==> config.mk <==
export PLATFORM = sky130hd
export DESIGN_NAME = rf_wb_scheduler
export DESIGN_NICKNAME = d
export VERILOG_FILES = /design/src/rtl/rf_sched_pkg.sv /design/src/rtl/rf_wb_scheduler_rr_arbiter.sv /design/src/rtl/rf_wb_scheduler.sv
export SDC_FILE = /design/constraint.sdc
export NUM_CORES = 1
export LEC_CHECK = 0
export BUFFER_PORTS_ARGS = -buffer_cell sky130_fd_sc_hd__buf_2
export CORE_MARGIN = 2
export CORE_UTILIZATION = 50
export CTS_CLUSTER_DIAMETER = 40
export DETAILED_ROUTE_END_ITERATION = 8
export PLACE_DENSITY = 0.8
export SLEW_MARGIN = 10
export SYNTH_ARGS = -nofsm -noshare
export SYNTH_HDL_FRONTEND = slang
export SYNTH_SLANG_ARGS = --single-unit
==> constraint.sdc <==
create_clock -name clk -period 3 [get_ports clk]
set_clock_uncertainty 0.15 [all_clocks]
set_input_delay 0.15 -clock clk [delete_from_list [all_inputs] [get_ports clk]]
set_output_delay 0.15 -clock clk [all_outputs]
set_load 0.05 [all_outputs]
==> src/rtl/rf_sched_pkg.sv <==
// Shared constants for the register-file write-back scheduler: requester
// indices, register count and the hard-wired zero register.
package rf_sched_pkg;

    localparam int unsigned REQ_ALU = 0;
    localparam int unsigned REQ_LSU = 1;
    localparam int unsigned REQ_MDU = 2;
    localparam int unsigned NREG    = 32;
    localparam logic [4:0]  X0      = 5'd0;

endpackage

==> src/rtl/rf_wb_scheduler_rr_arbiter.sv <==
// NREQ-wide round-robin arbiter: the search starts at the pointer and wraps.
// The pointer moves one past the winner and holds when nothing is requested.
module rr_arbiter #(
    parameter int unsigned NREQ = 3,
    localparam int unsigned PW  = $clog2(NREQ)
) (
    input  logic            clk,
    input  logic            rst,
    input  logic [NREQ-1:0] req_i,
    output logic [NREQ-1:0] grant_o,
    output logic            gnt_valid_o,
    output logic [PW-1:0]   gnt_idx_o
);

    logic [PW-1:0] ptr_q, ptr_d;

    always_comb begin
        int idx;
        idx         = 0;
        gnt_valid_o = 1'b0;
        gnt_idx_o   = '0;
        for (int k = 0; k < int'(NREQ); k++) begin
            idx = int'(ptr_q) + k;
            if (idx >= int'(NREQ)) idx = idx - int'(NREQ);
            if (!gnt_valid_o && req_i[idx]) begin
                gnt_valid_o = 1'b1;
                gnt_idx_o   = PW'(idx);
            end
        end
    end

    always_comb begin
        grant_o = '0;
        ptr_d   = ptr_q;
        if (gnt_valid_o) begin
            grant_o[gnt_idx_o] = 1'b1;
            ptr_d = (int'(gnt_idx_o) == int'(NREQ) - 1) ? '0 : gnt_idx_o + 1'b1;
        end
    end

    always_ff @(posedge clk or posedge rst) begin
        if (rst) ptr_q <= '0;
        else     ptr_q <= ptr_d;
    end

endmodule

==> src/rtl/rf_wb_scheduler.sv <==
// Shares the register-file write port among NREQ write-back units and keeps
// a busy scoreboard of pending destinations to stall RAW/WAW issue hazards.
module rf_wb_scheduler
    import rf_sched_pkg::*;
#(
    parameter int unsigned NREQ = 3,
    parameter int unsigned XLEN = 32,
    parameter int unsigned AW   = 5
) (
    input  logic                 clk,
    input  logic                 rst,
    input  logic [NREQ-1:0]      wb_valid_i,
    output logic [NREQ-1:0]      wb_ready_o,
    input  logic [NREQ*AW-1:0]   wb_rd_i,
    input  logic [NREQ*XLEN-1:0] wb_data_i,
    input  logic                 iss_valid_i,
    input  logic                 iss_wr_i,
    input  logic [AW-1:0]        iss_rd_i,
    input  logic [AW-1:0]        iss_rs1_i,
    input  logic [AW-1:0]        iss_rs2_i,
    output logic                 iss_stall_o,
    output logic                 rf_we_o,
    output logic [AW-1:0]        rf_waddr_o,
    output logic [XLEN-1:0]      rf_wdata_o,
    output logic [NREG-1:0]      busy_vec_o
);

    localparam int unsigned PW = $clog2(NREQ);

    logic [NREQ-1:0] gnt;
    logic            gnt_valid;
    logic [PW-1:0]   gnt_idx;
    logic [AW-1:0]   gnt_rd;
    logic [XLEN-1:0] gnt_data;

    logic            rf_we_q, rf_we_d;
    logic [AW-1:0]   rf_waddr_q, rf_waddr_d;
    logic [XLEN-1:0] rf_wdata_q, rf_wdata_d;
    logic [NREG-1:0] busy_q, busy_d;

    rr_arbiter #(.NREQ(NREQ)) u_arb (
        .clk        (clk),
        .rst        (rst),
        .req_i      (wb_valid_i),
        .grant_o    (gnt),
        .gnt_valid_o(gnt_valid),
        .gnt_idx_o  (gnt_idx)
    );

    assign wb_ready_o = gnt & {NREQ{~rst}};

    always_comb begin
        gnt_rd   = '0;
        gnt_data = '0;
        for (int i = 0; i < int'(NREQ); i++) begin
            if (gnt[i]) begin
                gnt_rd   = wb_rd_i[i*AW +: AW];
                gnt_data = wb_data_i[i*XLEN +: XLEN];
            end
        end
    end

    // Address and data hold when idle so the last write stays visible.
    always_comb begin
        rf_we_d    = gnt_valid && (gnt_rd != AW'(X0));
        rf_waddr_d = gnt_valid ? gnt_rd   : rf_waddr_q;
        rf_wdata_d = gnt_valid ? gnt_data : rf_wdata_q;
    end

    // A source in flight on the write port this cycle is forwarded by the RF.
    function automatic logic pending(input logic [AW-1:0] r);
        return busy_q[r] && !(rf_we_q && rf_waddr_q == r);
    endfunction

    assign iss_stall_o = iss_valid_i &&
        (pending(iss_rs1_i) || pending(iss_rs2_i) ||
         (iss_wr_i && busy_q[iss_rd_i] && iss_rd_i != AW'(X0)));

    // Set is applied after clear so a newer producer keeps ownership.
    always_comb begin
        busy_d = busy_q;
        if (rf_we_q) busy_d[rf_waddr_q] = 1'b0;
        if (iss_valid_i && iss_wr_i && iss_rd_i != AW'(X0) && !iss_stall_o)
            busy_d[iss_rd_i] = 1'b1;
        busy_d[0] = 1'b0;
    end

    always_ff @(posedge clk or posedge rst) begin
        if (rst) begin
            rf_we_q    <= 1'b0;
            rf_waddr_q <= '0;
            rf_wdata_q <= '0;
            busy_q     <= '0;
        end else begin
            rf_we_q    <= rf_we_d;
            rf_waddr_q <= rf_waddr_d;
            rf_wdata_q <= rf_wdata_d;
            busy_q     <= busy_d;
        end
    end

    assign rf_we_o    = rf_we_q;
    assign rf_waddr_o = rf_waddr_q;
    assign rf_wdata_o = rf_wdata_q;
    assign busy_vec_o = busy_q;

endmodule

# Word-level counts from Yosys, hierarchy flattened
# Index checks and enable logic that the tools add are counted.
dict set report word_totals {
  register_bits 71
  wordCells 98
  inputBits 133
  out_inout_bits 74
}
dict set report op_classes {
  eq_ne 3
  magnitude_cmp 14
  addsub 6
  muxes 40
  n_reduce_logical 25
  bitwise 5
}
# op count
set op_table {}
lappend op_table {{32-bit 2-to-1 mux} 8}
lappend op_table {{32-bit by 4-bit less-than comparator with 1-bit output (second input constant)} 3}
lappend op_table {{32-bit by 3-bit >= comparator with 1-bit output (second input constant)} 2}
lappend op_table {{32-bit by 3-bit subtractor with 32-bit output (second input constant)} 2}
lappend op_table {{32-bit bitwise AND} 1}
lappend op_table {{32-bit inverter} 1}
lappend op_table {{32-bit bitwise OR} 1}
lappend op_table {{5-bit by 6-bit less-than comparator with 1-bit output (second input constant)} 4}
lappend op_table {{1-bit logical AND} 16}
lappend op_table {{1-bit binary-select mux with 5-bit select} 3}
lappend op_table {{1-bit 2-to-1 mux} 15}
lappend op_table {{5-bit 2-to-1 mux} 3}
lappend op_table {{1-bit demux with 5-bit select} 2}
lappend op_table {{5-bit equality test} 2}
lappend op_table {{5-bit by 1-bit >= comparator with 1-bit output (second input constant)} 2}
lappend op_table {{5-bit nonzero test} 2}
lappend op_table {{2-bit 2-to-1 mux} 4}
lappend op_table {{1-bit binary-select mux with 2-bit select} 3}
lappend op_table {{1-bit logical NOT} 5}
lappend op_table {{2-bit by 1-bit adder with 3-bit output (second input constant)} 1}
lappend op_table {{2-bit by 2-bit adder with 3-bit output (second input constant)} 1}
lappend op_table {{3-bit bitwise AND} 1}
lappend op_table {{2-bit by 3-bit less-than comparator with 1-bit output (second input constant)} 1}
lappend op_table {{3-bit 2-to-1 mux} 1}
lappend op_table {{other kinds (8)} 9}

# Longest topological paths before layout
dict set report logic_depth {
  ltp_word 22
  mapped_depth 10
  depth_no_buf 8
}

# Cells and area by module
# A second synthesis with hierarchy kept.
dict set report unflattened {
  cells_unflattened 541
  area_unflattened_um2 5267.6
}
# mod area_each_um2 instances cells_each seq_area_each_um2
set modules_own_cells {}
lappend modules_own_cells {rf_wb_scheduler 4893.4 1 496 1726.7}
lappend modules_own_cells {rr_arbiter 374.1 1 45 50.0}

# Least setup slack after synthesis
# Ideal clock, no wire load.
dict set report synth_timing {
  path_kind {register -> output}
  startpoint {register u_arb.ptr_q[0]}
  endpoint {output port wb_ready_o[0]}
  path_stages_with_launch 10
  slack_ps -59
  t_arrival_ps 2759
  cell_sequence {dfrtp_1 > inv_1 > ha_1 > clkbuf_1 > o221ai_1 > o2bb2ai_1 > a32oi_1 > buf_2 > nand2b_1 > nor3_1}
}
dict set report synth_between {
  elab_chain_len 18
  word_cells_on_any_way 37
  cone_classes {add/sub: 5; order compare: 5; mux: 21; bitwise: 1; reduce/logical: 5}
}
# element line
set synth_rtl {}
lappend synth_rtl {{start: declaration} rf_wb_scheduler_rr_arbiter.sv:15} ;# logic [PW-1:0] ptr_q, ptr_d;
lappend synth_rtl {{start signal: assignment} rf_wb_scheduler_rr_arbiter.sv:43} ;# else ptr_q <= ptr_d;
lappend synth_rtl {{branches (longest 16 deep; another with 32-bit by 3-bit subtractor with 32-bit output)} n/a}
lappend synth_rtl {{3-bit 2-to-1 mux *} rf_wb_scheduler_rr_arbiter.sv:35} ;# if (gnt_valid_o) begin
lappend synth_rtl {{3-bit bitwise AND *} rf_wb_scheduler.sv:50} ;# assign wb_ready_o = gnt & {NREQ{~rst}};
lappend synth_rtl {{end: declaration} rf_wb_scheduler.sv:13} ;# output logic [NREQ-1:0] wb_ready_o,
# Every way passes the cells marked *. The select of a mux whose other input is x is not followed.

# Final worst setup path
dict set report layout_timing {
  startpoint {register busy_q[21], in the netlist busy_vec_o[21]}
  endpoint {output port iss_stall_o}
}
dict set report layout_between {
  elab_chain_len 6
  word_cells_on_any_way 13
  cone_classes {mux: 6; reduce/logical: 7}
}
# element line
set layout_rtl {}
lappend layout_rtl {{start: declaration} rf_wb_scheduler.sv:39} ;# logic [NREG-1:0] busy_q, busy_d;
lappend layout_rtl {{start signal: assignment} rf_wb_scheduler.sv:98} ;# busy_q <= busy_d;
lappend layout_rtl {{1-bit binary-select mux with 5-bit select (on tied branches)} {rf_wb_scheduler.sv:72, rf_wb_scheduler.sv:77}}
lappend layout_rtl {{1-bit 2-to-1 mux (on tied branches)} {rf_wb_scheduler.sv:72, rf_wb_scheduler.sv:77}}
lappend layout_rtl {{1-bit logical AND (on tied branches)} {rf_wb_scheduler.sv:72, rf_wb_scheduler.sv:77}}
lappend layout_rtl {{1-bit logical OR or 1-bit logical AND (tied branches)} {rf_wb_scheduler.sv:76, rf_wb_scheduler.sv:77}}
lappend layout_rtl {{1-bit logical OR *} rf_wb_scheduler.sv:76} ;# (pending(iss_rs1_i) || pending(iss_rs2_i) ||
lappend layout_rtl {{1-bit logical AND *} rf_wb_scheduler.sv:75} ;# assign iss_stall_o = iss_valid_i &&
lappend layout_rtl {{end: declaration} rf_wb_scheduler.sv:21} ;# output logic iss_stall_o,
# Every way passes the cells marked *; elsewhere a longest branch is shown, timed or not. The select of a mux whose other input is x is not followed.

==> flow_summary.json <==
{
  "synth_xor_area_share_pct": 1.67,
  "p_leak_nw": 3.22,
  "core_area_sq_um": 10200,
  "cts.path.max_buffers": 2,
  "wl_per_cell_microns": 19.5,
  "synth_top_family_by_area": "multiplexers",
  "cts.clk_slew.worst_paths_ns": 0.07,
  "yosysTopAreaCell": "dfrtp_1",
  "netlist_area_sq_um": 5240,
  "route.detailed.drc": 0,
  "synthTopCellsByArea": "dfrtp_1 34%, mux2_2 8.2%, mux2i_1 7.5%",
  "avgSynthCellArea_sq_um": 9.98,
  "synth_cell_types": 59,
  "finalNonFillerCells": 889,
  "ys.flop_type": "dfrtp_1",
  "dp_slack_ns": 0.345,
  "start_kind": "flip-flop",
  "ir_worst_vdd_v": 0.000770,
  "clkLatencyLatePin_ns": 0.35,
  "worstMarginPinSlew_ns": 0.886,
  "worst-setup-path-type": "flip-flop to output port",
  "drv_cap": 0,
  "whs_ns": -0.00874,
  "grt_pass1_vias": 5372,
  "fin_nets": 885,
  "synth_simple_gate_area_share_pct": 13.3,
  "finalHoldViolCount": 1,
  "crit_arrival_ns": 2.57,
  "synth.cells.most_frequent": "76 x nand2_1, 74 x o21ai_0, 71 x dfrtp_1",
  "ys_ff_latch": 71,
  "wirelength_microns": 17400,
  "critPathMaxFanout": 12,
  "fin_crit_sh_pct": 95.6,
  "syn_inst": 525,
  "antenna_found_initial": 0,
  "syn_nets": 662,
  "setup_viol": 0,
  "violations": "hold timing",
  "yosysSeqAreaShare_pct": 33.9,
  "cts_buffers": 9,
  "start_util_pct": 51.2,
  "ant_nets": 0,
  "pwr_density_cell_nw_per_um2": 1200,
  "grtUsageTotal_pct": 30.8,
  "drt-initial-drc-count": 440,
  "htreeDepth": 3,
  "grt_overflow_total": 0,
  "dp.cells": 837,
  "max_freq_mhz": 349,
  "gp_congestion": 0.944,
  "max_stage_delay_ns": 0.48,
  "status": "complete, but fails checks",
  "vias": 5363,
  "rows": 37,
  "rsz0062_at_grt": "false",
  "first_pass_iters": 5,
  "portBuffers": 205,
  "drv_slew": 0,
  "syn_to_final_growth_pct": 33.6,
  "drive_gt1_share_pct": 43.8,
  "num_antenna_cells": 0,
  "required_ns": 2.70,
  "min_path_type": "input port to flip-flop",
  "via_per_inst": 6.03,
  "fin_setup_tns_ns": 0,
  "yosysMostFrequentCell": "nand2_1",
  "clkSinkCount": 71,
  "synth_fa_ha_area_share_pct": 0.956,
  "dpl.hpwl_microns": 12000,
  "slew_headroom_pct": 41.0,
  "yosysWarnings": 0,
  "cp_slowest_cell": "mux4_2",
  "synth_top_area_share_pct": 33.9,
  "synth_compound_area_share_pct": 21.0,
  "utilization_pct": 68.4,
  "fin_ws_ns": 0.133,
  "dieArea_sq_um": 11300,
  "die_h_microns": 106,
  "die_w_microns": 106,
  "async_reset_ff_share_pct": 100,
  "cts_tree": "yes",
  "worstPathCellList": "mux4_2 -> mux2_2 -> o31ai_1 -> o21ai_4 -> o21a_1 -> buf_2",
  "synth_edf_count": 0,
  "fin_crit_ns": 2.87,
  "worstSetupEndpointType": "output port",
  "post_cts_buffers": 0,
  "cts-root-buf": "clkbuf_8",
  "yosys-mux-area-fraction_pct": 24.2,
  "grt_pass1_wl_microns": 27100,
  "grt_max_degree": 69,
  "pin_count": 207
}
## critical path: cells and delay by family (launching register included)
family                 cells  cell delay [ns]
AOI/OAI and AO/OA          3             0.80
buffers and inverters      1             0.20
DFF                        1             0.45
muxes                      2             0.75
## kinds of logic after synthesis
group	Yosys count
XOR/XNOR	10
other	1
multiplexers	96
AND/OR/NAND/NOR	145
buffers and inverters	55
flip-flops	71
AO/OA/AOI/OAI	143
adder cells (fa/ha/maj)	4
## final cells by class
class | count | area [sq um]
multi-input cells | 399 | 3270
fillers | 778 | 3230
flip-flops and latches | 71 | 1780
repair buffers | 255 | 1560
well taps | 136 | 170
clock buffers | 13 | 159
inverters | 12 | 45.0
clock inverters | 3 | 17.5
## final timing paths
check | from | to | slack (ns) | depth (start not counted)
max | busy_vec_o[21] | iss_stall_o | 0.13 | 6
min | wb_data_i[74] | rf_wdata_o[10] | -0.009 | 3
max reg2reg | u_arb.ptr_q[0] | rf_wdata_o[4] | 0.35 | 9
min reg2reg | rf_wdata_o[2] | rf_wdata_o[2] | 0.33 | 2
max in group asynchronous | rst | busy_vec_o[20] | 1.54 | 4
min in group asynchronous | rst | rf_wdata_o[0] | 0.09 | 3
## report_power, final
part | leakage (nW) | switching [mW] | internal [mW]
clock network | 0.0894 | 0.368 | 0.344
registers | 0.862 | 0.541 | 1.46
logic | 2.27 | 3.75 | 1.91
total | 3.22 | 4.66 | 3.71
## sequential cells by signal, indices dropped and copies added, names as in the netlist
| register | cells |
|---|---|
| u_arb.ptr_q | 2 |
| busy_vec_o | 31 |
| rf_we_o | 1 |
| rf_waddr_o | 5 |
| rf_wdata_o | 32 |
## layer usage
layer / part of all wire, % / routed length (microns) / global-route usage, % / vias up
li1: - / - / - / 2389
met2: 49 / 8460 / 50.3 / 314
met3: 8.7 / 1520 / 6.56 / 78
met4: 4.8 / 837 / 18.7 / 0
met5: 0 / 0 / 0 / -
met1: 38 / 6570 / 37.4 / 2582
## placed cells by master (no fill, tap or decap), types with 3 or more instances in the layout
master,count
buf_2,204
nand2_1,76
o21ai_0,74
dfrtp_1,71
mux2i_1,39
mux2_2,38
dlygate4sd3_1,35
o31ai_2,26
nand3_1,16
nor2_1,14
mux4_2,14
inv_1,11
clkbuf_8,11
buf_4,10
xor2_1,8
nor2b_1,7
nand3b_1,6
mux4_1,5
o311a_1,5
nor3b_1,4
o31ai_4,4
buf_12,4
a22o_1,3
a211o_1,3
nor3_1,3
a22oi_1,3
## metrics by stage
step	power (mW)	hold slack (ns)	cell area [sq um]
floorplan	5.98	0.181	5240
detailed placement	7.47	-0.0987	6430
finish	8.37	-0.00874	7000
global route	8.82	0.0108	7000
global placement	7.31	-0.106	6430
CTS	8.22	0.00425	6960
## repair_timing
| action | 4_1_cts | 5_1_grt |
|---|---|---|
| hold endpoints to repair | 38 | 0 |
| endpoints found under the setup margin | 0 | 2 |
| gates resized for setup | 0 | 4 |
| hold buffers | 35 | 0 |
(Power assumes the default switching activity.)
